--- src/rtl/bitwise_logic_pkg.sv ---
// Shared encodings for the multi-cycle bitwise logic unit: operation codes,
// FSM state codes and a counter-width helper.
package bitwise_logic_pkg;

  typedef logic [1:0] op_t;

  localparam op_t OP_AND = 2'b00;
  localparam op_t OP_OR  = 2'b01;
  localparam op_t OP_XOR = 2'b10;
  localparam op_t OP_NOR = 2'b11;

  localparam logic [1:0] IDLE = 2'd0;
  localparam logic [1:0] RUN  = 2'd1;
  localparam logic [1:0] DONE = 2'd2;

  // A single-beat unit still needs a 1-bit counter to keep the ports legal.
  function automatic int unsigned cnt_width(input int unsigned n);
    return (n > 1) ? $clog2(n) : 1;
  endfunction

endpackage

--- src/rtl/bitwise_logic_slice.sv ---
// Combinational SLICE-bit operator: AND, OR, XOR or NOR of one operand slice.
module logic_slice
  import bitwise_logic_pkg::*;
#(
  parameter int unsigned SLICE = 8
) (
  input  logic [SLICE-1:0] a_i,
  input  logic [SLICE-1:0] b_i,
  input  op_t              op_i,
  output logic [SLICE-1:0] y_o
);

  always_comb begin
    y_o = '0;
    case (op_i)
      OP_AND:  y_o = a_i & b_i;
      OP_OR:   y_o = a_i | b_i;
      OP_XOR:  y_o = a_i ^ b_i;
      OP_NOR:  y_o = ~(a_i | b_i);
      default: y_o = '0;
    endcase
  end

endmodule

--- src/rtl/bitwise_logic_unit.sv ---
// Multi-cycle bitwise logic unit: one SLICE-wide operator walks the operands
// over N = WIDTH/SLICE beats and publishes a registered result with zero flag.
//
// state | meaning
// IDLE  | waiting for start; result/result_zero hold the last completed value
// RUN   | one operand slice per cycle written into the work register
// DONE  | single cycle: result_rdy high, new start accepted back-to-back
module bitwise_logic_unit
  import bitwise_logic_pkg::*;
#(
  parameter int unsigned WIDTH = 32,
  parameter int unsigned SLICE = 8
) (
  input  logic             clock_i,
  input  logic             reset_n_i,
  input  logic             start_i,
  input  logic [1:0]       op_i,
  input  logic [WIDTH-1:0] data_a_i,
  input  logic [WIDTH-1:0] data_b_i,
  output logic             busy_o,
  output logic             result_rdy_o,
  output logic [WIDTH-1:0] result_o,
  output logic             result_zero_o
);

  localparam int unsigned N  = WIDTH / SLICE;
  localparam int unsigned CW = cnt_width(N);
  localparam logic [CW-1:0] LAST_BEAT = CW'(N - 1);

  if ((SLICE == 0) || (WIDTH % SLICE != 0) || (N < 1)) begin : g_bad_params
    $error("bitwise_logic_unit: WIDTH must be a non-zero multiple of SLICE");
  end

  logic [1:0]       state_q, state_d;
  logic [CW-1:0]    cnt_q, cnt_d;
  op_t              op_q, op_d;
  logic [WIDTH-1:0] a_q, a_d;
  logic [WIDTH-1:0] b_q, b_d;
  logic [WIDTH-1:0] work_q, work_d;
  logic [WIDTH-1:0] result_q, result_d;
  logic             zero_q, zero_d;

  logic [31:0]      base;
  logic [SLICE-1:0] a_sl, b_sl, y_sl;

  always_comb begin
    base = 32'(cnt_q) * SLICE;
    a_sl = a_q[base +: SLICE];
    b_sl = b_q[base +: SLICE];
  end

  logic_slice #(.SLICE(SLICE)) u_slice (
    .a_i (a_sl),
    .b_i (b_sl),
    .op_i(op_q),
    .y_o (y_sl)
  );

  always_comb begin
    state_d  = state_q;
    cnt_d    = cnt_q;
    op_d     = op_q;
    a_d      = a_q;
    b_d      = b_q;
    work_d   = work_q;
    result_d = result_q;
    zero_d   = zero_q;
    case (state_q)
      IDLE, DONE: begin
        if (start_i) begin
          op_d    = op_i;
          a_d     = data_a_i;
          b_d     = data_b_i;
          cnt_d   = '0;
          state_d = RUN;
        end else begin
          state_d = IDLE;
        end
      end
      RUN: begin
        work_d[base +: SLICE] = y_sl;
        cnt_d = cnt_q + CW'(1);
        // Publish the work value including the slice written this cycle.
        if (cnt_q == LAST_BEAT) begin
          cnt_d    = '0;
          result_d = work_d;
          zero_d   = (work_d == '0);
          state_d  = DONE;
        end
      end
      default: state_d = IDLE;
    endcase
  end

  always_ff @(posedge clock_i or negedge reset_n_i) begin
    if (!reset_n_i) begin
      state_q  <= IDLE;
      cnt_q    <= '0;
      op_q     <= OP_AND;
      a_q      <= '0;
      b_q      <= '0;
      work_q   <= '0;
      result_q <= '0;
      zero_q   <= 1'b1;
    end else begin
      state_q  <= state_d;
      cnt_q    <= cnt_d;
      op_q     <= op_d;
      a_q      <= a_d;
      b_q      <= b_d;
      work_q   <= work_d;
      result_q <= result_d;
      zero_q   <= zero_d;
    end
  end

  assign busy_o        = (state_q == RUN);
  assign result_rdy_o  = (state_q == DONE);
  assign result_o      = result_q;
  assign result_zero_o = zero_q;

endmodule
--- config.mk ---
export PLATFORM = sky130hd
export DESIGN_NAME = bitwise_logic_unit
export DESIGN_NICKNAME = d
export VERILOG_FILES = /design/src/rtl/bitwise_logic_pkg.sv /design/src/rtl/bitwise_logic_slice.sv /design/src/rtl/bitwise_logic_unit.sv
export SDC_FILE = /design/constraint.sdc
export NUM_CORES = 1
export LEC_CHECK = 0
export ABC_AREA = 1
export CAP_MARGIN = 20
export CORE_MARGIN = 3
export CORE_UTILIZATION = 40
export DETAILED_ROUTE_END_ITERATION = 10
export DONT_BUFFER_PORTS = 1
export PLACE_DENSITY = 0.5
export SLEW_MARGIN = 20
export SYNTH_ARGS = -nofsm -noshare
export SYNTH_HDL_FRONTEND = slang
export SYNTH_SLANG_ARGS = --single-unit
--- constraint.sdc ---
create_clock -name clock_i -period 3.15 [get_ports clock_i]
set_clock_uncertainty 0.05 [all_clocks]
set_input_delay 0.1575 -clock clock_i [delete_from_list [all_inputs] [get_ports clock_i]]
set_output_delay 0.1575 -clock clock_i [all_outputs]
set_load 0.02 [all_outputs]
==> run metrics <==
most instantiated cells after synthesis nand2_1 (218), dfrtp_1 (134), mux2_2 (64), inv_1 (61), nor2_1 (53); clock latency on the worst-skew pair 420 ps; top cell type's share of synthesized area 0.501; initial antenna violation count 0; Final Util 0.504; vias after detailed routing just over 5k; HP Class in2async; post-placement cell count 934; top-count cell post-synth nand2_1; mux share of post-synthesis cell area 0.108; DP HPWL 11.2 mm; Req. time, crit path 3450 ps; Seq/Total Area, Yosys 0.505; ys async rst share 1.00; pre-CTS setup slack 141 ps; Min Hold Slack -616 ps; Via density 4.97; syn nets 837; largest net degree at the start of global routing between 100 and 150; period utilization 0.908; ANT cells 0; Main synth FF type dfrtp_1; total CTS buffers 17; synthesized cell area about 6700 µm²; synthesized netlist cell count 746; VDD IR-drop max 0.444 mV; DRC violations left 0; Internal 5.17 mW; Worst setup EP type flop; final WL 16.1 mm; Setup CP Type reg2reg; gr ovfl total 0; Leak 3.76 nW; sw frac 0.413; Synth area leaders dfrtp_1 (50%), nand2_1 (12%), mux2_2 (11%); switching power 3.63 mW; Seq cells post-synth roughly 140; routed len/inst between 15 and 20 µm; H-tree levels 4; YS warnings 0; Area Overhead vs Synth 21.4%; PnR worst setup slack 291 ps; highest net fanout along the worst path 30; Initial Utilization 0.416; worst-margin pin slew 705 ps; failing checks hold timing; initial DRC count 242; CTS tree built; CTS sink count 135; EDFF count, synth 0; largest family of logic cells by synthesized area simple AND/OR/NAND/NOR gates; Adder-Cell Fraction of Synth Area 0.0411; Root Driver clkbuf_16; Simple-Gate Fraction of Synth Area 0.199; die area ~18000 µm²; Synth Area in XOR/XNOR 0; clock share of power 0.219; I/O pin cnt 104; setup violators final 0; Final ANT Viol Nets 0; GP Congestion 0.810; largest area contributor in the netlist dfrtp_1; max_cap viols 0; Data arrival, critical path around 3200 ps; Min Clock Period, post-route 2860 ps; # rows 46; fin cells between 1k and 1.5k; Cell variety after synth 25; Sequential Power Share 0.359; area fraction in compound gates after synthesis 0.0841; worst-case clock buffer depth 2; fraction of layout cells with a size suffix above 1 0.148; Port Buf Inserts 0; average size of a mapped cell 8.98 µm²; fmax 350 MHz; first-pass GRT wire length 27.1 mm; Post-CTS Hold Fix Bufs 66; power per standard cell area 1080 nW/µm²; total power 8.80 mW; Net count, final 894; vias in the first global route between 5k and 6k; crit path launch type flop; Final Slew Violations 0; relative slew slack 0.530; Fin. Hold Viols 135; R2R cell count 19; Worst-path clk slew 60 ps; drt first pass iters 5; chip height around 140 µm; status complete, but fails checks; core area 16100 µm²; die width 135 µm; Combinational Power Share 0.422; Fillers roughly 1.5k; total track usage 0.188
## critical path, stage by stage (launching register included)
cell	delay (ps)
dfrtp_1	450
inv_6	230
buf_4	180
nand2_1	50
a32oi_1	240
inv_1	80
ha_1	300
nand2_1	70
nand2_1	50
nand2_1	50
nand2_1	150
nand3_1	150
nand2_1	80
nor2_1	210
nand2_1	80
nor2_1	90
nand2_1	60
nor2_1	100
nand2_1	60
nand2_1	50
## final timing paths
| check | from | endpoint | slack, ps |
|---|---|---|---|
| worst max-delay path | cnt_q[0]$_DFFE_PN0P_ | result_zero_o$_DFFE_PN1P_ | 290 |
| worst min-delay path | reset_n_i | op_q[1]$_DFFE_PN0P_ | -620 |
| worst max register to register | cnt_q[0]$_DFFE_PN0P_ | result_zero_o$_DFFE_PN1P_ | 290 |
| worst min register to register | work_q[11]$_DFFE_PN0P_ | work_q[11]$_DFFE_PN0P_ | 430 |
| max in group asynchronous | reset_n_i | result_zero_o$_DFFE_PN1P_ | 3470 |
| min in group clock_i | start_i | state_q[0]$_DFFE_PN0P_ | 220 |
## per-stage QoR
step | TNS [ps] | area, µm²
after floorplan | 0 | 6700
after global placement | 0 | 6890
after detailed placement | 0 | 6890
after CTS | 0 | 8110
after global routing | -0.0493 | 8130
final | 0 | 8130
## logic make-up after synthesis
group           Yosys count
simple gates            321
flops                   135
buf+inv                 105
compound gates           99
mux                      64
fa+ha+maj                22
## placed cells by master (no fill, tap or decap)
master,count
nor3_2,1
clkbuf_8,4
clkinv_2,2
o21ai_0,27
dfrtp_1,134
inv_1,61
nor2_1,53
bufinv_16,2
ha_1,22
mux2_2,64
buf_12,3
a32oi_1,16
nand2_1,217
buf_4,4
o21ai_1,31
a21oi_1,20
nand4_1,17
clkbuf_16,17
dlygate4sd3_1,66
o21a_1,1
dfstp_2,1
nand2_2,1
nor2_2,7
inv_4,1
inv_2,7
nor2_4,5
nand3_1,20
a31oi_1,4
clkbuf_1,3
inv_6,1
## power by group through the flow
| stage | clock network [mW] | registers [mW] | logic, mW |
|---|---|---|---|
| 6_report | 1.93 | 3.16 | 3.72 |
| 5_1_grt | 2.06 | 3.26 | 4.29 |
| 2_1_floorplan | 0 | 2.98 | 2.91 |
| 3_5_place_dp | 0 | 3.19 | 3.67 |
| 3_3_place_gp | 0 | 3.16 | 3.60 |
| 4_1_cts | 1.98 | 3.16 | 3.75 |
## layout make-up
cell class	count	area, µm²	area share
Sequential cell	135	3380	0.416
Multi-Input combinational cell	506	2900	0.356
Timing Repair Buffer	73	751	0.0924
Clock buffer	24	492	0.0605
Inverter	70	270	0.0333
Tap cell	216	270	0.0333
Clock inverter	4	70.1	0.00862
## sequential cells by signal, summed over array words and instances, names as in the netlist
name	count
a_q	32
op_q	2
result_zero_o	1
result_o	32
work_q	32
state_q	2
cnt_q	2
b_q	32
## metal layers
metal  share of wire  track usage
met3           0.042       0.0409
met2            0.50        0.312
met4           0.023       0.0767
met1            0.44        0.239
met5               0            0
## timing repair
action | in CTS | in global routing
endpoints found under the setup margin | 0 | 1
endpoints found under the hold margin | 201 | 135
gates resized for setup | 0 | 7
buffers inserted | 0 | 0
(Power assumes the default switching activity.)
